<file path="config.mk">
export PLATFORM = sky130hd
export DESIGN_NAME = execute_memory_skid
export DESIGN_NICKNAME = d
export VERILOG_FILES = /design/src/rtl/execute_memory_skid.sv
export SDC_FILE = /design/constraint.sdc
export NUM_CORES = 1
export LEC_CHECK = 0
export BUFFER_PORTS_ARGS = -buffer_cell sky130_fd_sc_hd__buf_2
export CAP_MARGIN = 20
export CORE_UTILIZATION = 60
export CTS_CLUSTER_DIAMETER = 100
export DETAILED_ROUTE_END_ITERATION = 8
export PLACE_DENSITY = 0.86
export SETUP_SLACK_MARGIN = 0.02
export SKIP_LAST_GASP = 1
export SLEW_MARGIN = 10
export SYNTH_ARGS = -nofsm -noshare
export SYNTH_HDL_FRONTEND = slang
export SYNTH_SLANG_ARGS = --single-unit
</file>
<file path="constraint.sdc">
create_clock -name clk -period 27 [get_ports clk]
set_input_delay 6.75 -clock clk [delete_from_list [all_inputs] [get_ports clk]]
set_output_delay 6.75 -clock clk [all_outputs]
set_load 0.02 [all_outputs]
</file>
<file path="src/rtl/execute_memory_skid.sv">
// EX/MEM pipeline register with valid/ready handshake, flush, bubble gating
// and an optional two-entry skid buffer that registers the upstream ready.
module execute_memory_skid #(
    parameter int DATA_WIDTH       = 32,
    parameter int REG_ADDR_WIDTH   = 5,
    parameter int RESULT_SRC_WIDTH = 2,
    parameter int SKID_EN          = 1,
    parameter int STALL_CNT_WIDTH  = 16
) (
    input  logic                        clk,
    input  logic                        rst,
    input  logic                        FlushM,
    input  logic                        ValidE,
    output logic                        ReadyE,
    input  logic                        RegWriteE,
    input  logic                        MemWriteE,
    input  logic                        AddrModeE,
    input  logic [RESULT_SRC_WIDTH-1:0] ResultSrcE,
    input  logic [REG_ADDR_WIDTH-1:0]   RdE,
    input  logic [DATA_WIDTH-1:0]       ALUResultE,
    input  logic [DATA_WIDTH-1:0]       WriteDataE,
    input  logic [DATA_WIDTH-1:0]       PCPlus4E,
    input  logic [DATA_WIDTH-1:0]       ImmExtE,
    output logic                        ValidM,
    input  logic                        ReadyM,
    output logic                        RegWriteM,
    output logic                        MemWriteM,
    output logic                        AddrModeM,
    output logic [RESULT_SRC_WIDTH-1:0] ResultSrcM,
    output logic [REG_ADDR_WIDTH-1:0]   RdM,
    output logic [DATA_WIDTH-1:0]       ALUResultM,
    output logic [DATA_WIDTH-1:0]       WriteDataM,
    output logic [DATA_WIDTH-1:0]       PCPlus4M,
    output logic [DATA_WIDTH-1:0]       ImmExtM,
    output logic [STALL_CNT_WIDTH-1:0]  StallCountM
);

    typedef struct packed {
        logic                        reg_write;
        logic                        mem_write;
        logic                        addr_mode;
        logic [RESULT_SRC_WIDTH-1:0] result_src;
        logic [REG_ADDR_WIDTH-1:0]   rd;
        logic [DATA_WIDTH-1:0]       alu_result;
        logic [DATA_WIDTH-1:0]       write_data;
        logic [DATA_WIDTH-1:0]       pc_plus4;
        logic [DATA_WIDTH-1:0]       imm_ext;
    } bundle_t;

    typedef enum logic [1:0] {
        ST_EMPTY = 2'd0,
        ST_ONE   = 2'd1,
        ST_FULL  = 2'd2
    } state_t;

    function automatic logic [STALL_CNT_WIDTH-1:0] sat_inc(input logic [STALL_CNT_WIDTH-1:0] v);
        if (&v) return v;
        return v + {{(STALL_CNT_WIDTH-1){1'b0}}, 1'b1};
    endfunction

    state_t                     state_q, state_d;
    bundle_t                    main_q, main_d;
    bundle_t                    skid_q, skid_d;
    bundle_t                    in_b;
    logic [STALL_CNT_WIDTH-1:0] stall_q, stall_d;
    logic                       ready;
    logic                       accept;
    logic                       deliver;

    assign in_b = {RegWriteE, MemWriteE, AddrModeE, ResultSrcE, RdE,
                   ALUResultE, WriteDataE, PCPlus4E, ImmExtE};

    assign ValidM = (state_q != ST_EMPTY);

    // With the skid buffer, ready depends only on held state, so no ReadyM path reaches ReadyE.
    assign ready   = (SKID_EN != 0) ? (state_q != ST_FULL) : (~ValidM | ReadyM);
    assign ReadyE  = ready & ~rst;
    assign accept  = ValidE & ReadyE;
    assign deliver = ValidM & ReadyM;

    always_comb begin
        state_d = state_q;
        main_d  = main_q;
        skid_d  = skid_q;
        stall_d = stall_q;

        case (state_q)
            ST_EMPTY: begin
                if (accept) begin
                    main_d  = in_b;
                    state_d = ST_ONE;
                end
            end
            ST_ONE: begin
                if (accept && deliver) begin
                    main_d = in_b;
                end else if (accept && (SKID_EN != 0)) begin
                    skid_d  = in_b;
                    state_d = ST_FULL;
                end else if (deliver) begin
                    state_d = ST_EMPTY;
                end
            end
            ST_FULL: begin
                if (deliver) begin
                    main_d  = skid_q;
                    state_d = ST_ONE;
                end
            end
            default: state_d = ST_EMPTY;
        endcase

        // A same-cycle accept may still load a data register; it is dropped because state empties.
        if (FlushM) state_d = ST_EMPTY;

        if (ValidM && !ReadyM) stall_d = sat_inc(stall_q);
    end

    always_ff @(posedge clk or posedge rst) begin
        if (rst) begin
            state_q <= ST_EMPTY;
            main_q  <= '0;
            skid_q  <= '0;
            stall_q <= '0;
        end else begin
            state_q <= state_d;
            main_q  <= main_d;
            skid_q  <= skid_d;
            stall_q <= stall_d;
        end
    end

    assign RegWriteM   = main_q.reg_write & ValidM;
    assign MemWriteM   = main_q.mem_write & ValidM;
    assign AddrModeM   = main_q.addr_mode;
    assign ResultSrcM  = main_q.result_src;
    assign RdM         = main_q.rd;
    assign ALUResultM  = main_q.alu_result;
    assign WriteDataM  = main_q.write_data;
    assign PCPlus4M    = main_q.pc_plus4;
    assign ImmExtM     = main_q.imm_ext;
    assign StallCountM = stall_q;

endmodule

</file>
==> run metrics <==
Layout area overhead 10.8%; critical path's slowest cell buf_2; num ports 299; slew margin rel. 28.4%; Pre-antenna DRT Iters 4; status finished, final reports clean; DRT iter0 DRCs 311; worst reg2reg path startpoint state_q[1]$_DFFE_PP0P_; floorplan core area 23,400 um2; total number of vias 7,887; Gate Count Post-Synth 963; Post-Layout Cell Count 1,464; kind of critical path input pin to output port; Fmax 71.8 MHz; Ys Warns 0; postcts setup bufs 0; worst hold path class flip-flop to flip-flop; Antenna Nets Post-Route 0; routed length per instance 18.6 um; largest fanout on the critical path 4; PwrDens 80.3 nW/um2; Nets 1,263; WL final approximately 27,000 um; drt drc 0; largest net degree at the start of global routing 156; die area 24,400 um2; fin util 67.6%; CP startpoint kind input pin; #FFs+latches synth just under 300; clk_skew 6.12 ps; Tot GR Track Use 22.2%; Final Hold Vio Count 0; Clk Tree Root Cell clkbuf_16; RD Place Congestion 0.798; crit share post-route 51.6%; CTS tree built; Pwr Total 1.27 mW; H-Tree Depth 1; WP buf/inv 2; row cnt between 50 and 60; crit-path cells buf_2 > nor2_1 > buf_2; Avg Cell Area, Syn around 15 um2; die width ~160 um; latest clock arrival within the worst-skew pair ~540 ps; Die Ht around 160 um; first-pass GRT wire length 43,100 um; fin. max-slew vios 0; crit path from rst; Placed Instances 1,405; Net Count, Synth 1,107; Synth top area share 51.5%; Max rail drop VDD 0.0590 mV; PortBufs around 300; cell repeated most along the worst path buf_2; initial antenna violation count 4; Distinct cells, synth 33; vias in the first global route roughly 8,500; CTS buffer count 31; ranking of synthesized cells by area dfrtp_1, mux2_2, mux2_4; Slew @ Worst Pin roughly 1100 ps; Critical Path AT 7170 ps; # setup viols final 0; GRT overflow 0; vias per cell ~5.4; clk sink count 294; Worst EP required 20,250 ps; biggest cell delay along the critical path approximately 160 ps; Crit. End Element output port; share of cells above drive strength 1 66.8%; LEAKAGE 7.72 nW; CTS max path bufs 3; Tmin final between 10,000 and 15,000 ps; dominant cell type by area after synthesis dfrtp_1; RSZ-0062 raised after global routing no; register area share after synthesis 51.5%; Post-CTS Resized 0; Synth Cell Area between 10,000 and 15,000 um2; worst hold start RdM[3]$_DFFE_PP0P_; hold buffer count at cts 0; Top delay family on crit path buffers and inverters; clk slew on worst S/H paths 60 ps; Max-Cap Viols 0; Final HPWL DP 17,700 um; Setup TNS 0 ps; Initial Util 61.0%
==> stage by stage <==
stage / instance area, um2 / worst slack [ps] / hold slack, ps
after global routing: 15800 / 13050 / 510
after CTS: 15800 / 13070 / 503
final: 15800 / 13080 / 497
after floorplan: 14300 / 12130 / 471
after global placement: 14900 / 13070 / 480
after detailed placement: 14900 / 13070 / 487
==> final timing paths <==
kind | endpoint | depth (start not counted) | slack [ps]
worst max-delay path | ReadyE | 3 | 13080
worst min-delay path | RdM[3]$_DFFE_PP0P_ | 1 | 500
worst max register to register | PCPlus4M[5]$_DFFE_PP0P_ | 5 | 23790
worst min register to register | RdM[3]$_DFFE_PP0P_ | 1 | 500
max in group asynchronous | PCPlus4M[4]$_DFFE_PP0P_ | 3 | 19200
min in group asynchronous | StallCountM[7]$_DFFE_PP0P_ | 2 | 6420
==> metal layers <==
metal	up-vias	wire length [um]	part of all wire, %	global-route usage, %
met1	4023	11300	41	26.0
met2	223	13300	49	38.7
li1	3577	-	-	-
met3	60	1890	6.9	6.48
met5	-	27	0.099	0
met4	4	816	3.0	7.56
==> state kept, by name, summed over array words and instances (netlist names) <==
signal and cells:
ALUResultM 32, AddrModeM 1, StallCountM 16, RdM 5, WriteDataM 32, ResultSrcM 2, main_q 2, ImmExtM 32
PCPlus4M 32, state_q 2, skid_q 138
==> area by class of cell <==
class                   count  area, um2
fillers                  1699       7570
flip-flops and latches    294       7360
multi-input cells         485       5540
repair buffers            306       1560
clock buffers              47        896
well taps                 319        399
clock inverters            10       55.1
inverters                   1       11.3
diodes                      2       5.00
==> cell usage after synthesis, drive strengths merged <==
| cell | number |
|---|---|
| nand3b | 1 |
| xor2 | 11 |
| a21oi | 2 |
| xnor2 | 4 |
| nand4 | 7 |
| or3 | 1 |
| and2 | 2 |
| dfrtp | 294 |
| nand3 | 7 |
| nand2 | 6 |
| nor3 | 8 |
| clkbuf | 3 |
| nor3b | 2 |
| o21bai | 1 |
| inv | 1 |
| a2bb2oi | 1 |
| mux2i | 1 |
| mux2 | 415 |
| buf | 180 |
| and3 | 1 |
| or2 | 2 |
| ha | 1 |
| nand2b | 1 |
| nor4 | 5 |
| nor2b | 2 |
| o22a | 1 |
| nor2 | 3 |
==> report_power, final <==
group | switching [mW] | leakage [nW] | total [mW] | internal, mW
clock | 0.169 | 0.469 | 0.396 | 0.227
combinational | 0.134 | 3.66 | 0.278 | 0.144
sequential | 0.0552 | 3.59 | 0.596 | 0.541
==> placed cells by master, fill, tap and decap left out, types with 2 or more instances in the layout <==
| cell | netlist | final |
|---|---|---|
| clkbuf_16 | 0 | 31 |
| nor3_1 | 8 | 8 |
| clkinvlp_4 | 0 | 2 |
| and2_1 | 2 | 2 |
| nor4_1 | 5 | 5 |
| nor2_1 | 3 | 3 |
| clkbuf_1 | 2 | 10 |
| buf_4 | 136 | 7 |
| mux2_2 | 303 | 303 |
| clkinv_2 | 0 | 8 |
| a21oi_1 | 2 | 2 |
| nand4_1 | 7 | 7 |
| clkbuf_8 | 0 | 6 |
| mux2_4 | 100 | 100 |
| mux2_1 | 12 | 12 |
| diode_2 | 0 | 2 |
| xor2_1 | 11 | 11 |
| dfrtp_1 | 294 | 294 |
| nand2_1 | 6 | 5 |
| xnor2_1 | 4 | 4 |
| buf_2 | 20 | 298 |
| or2_2 | 2 | 2 |
| nand3_1 | 7 | 7 |
==> cells by family after synthesis <==
group	after synthesis	share of synthesized area, %
buffers and inverters	184	9.86
muxes	416	35.4
DFF	294	51.5
and+or+nand+nor	48	1.92
adders and majority gates	1	0.0876
xor gates and xnor gates	15	0.920
AOI/OAI and AO/OA	5	0.289
Note: power is estimated with default switching activity, not from simulation.
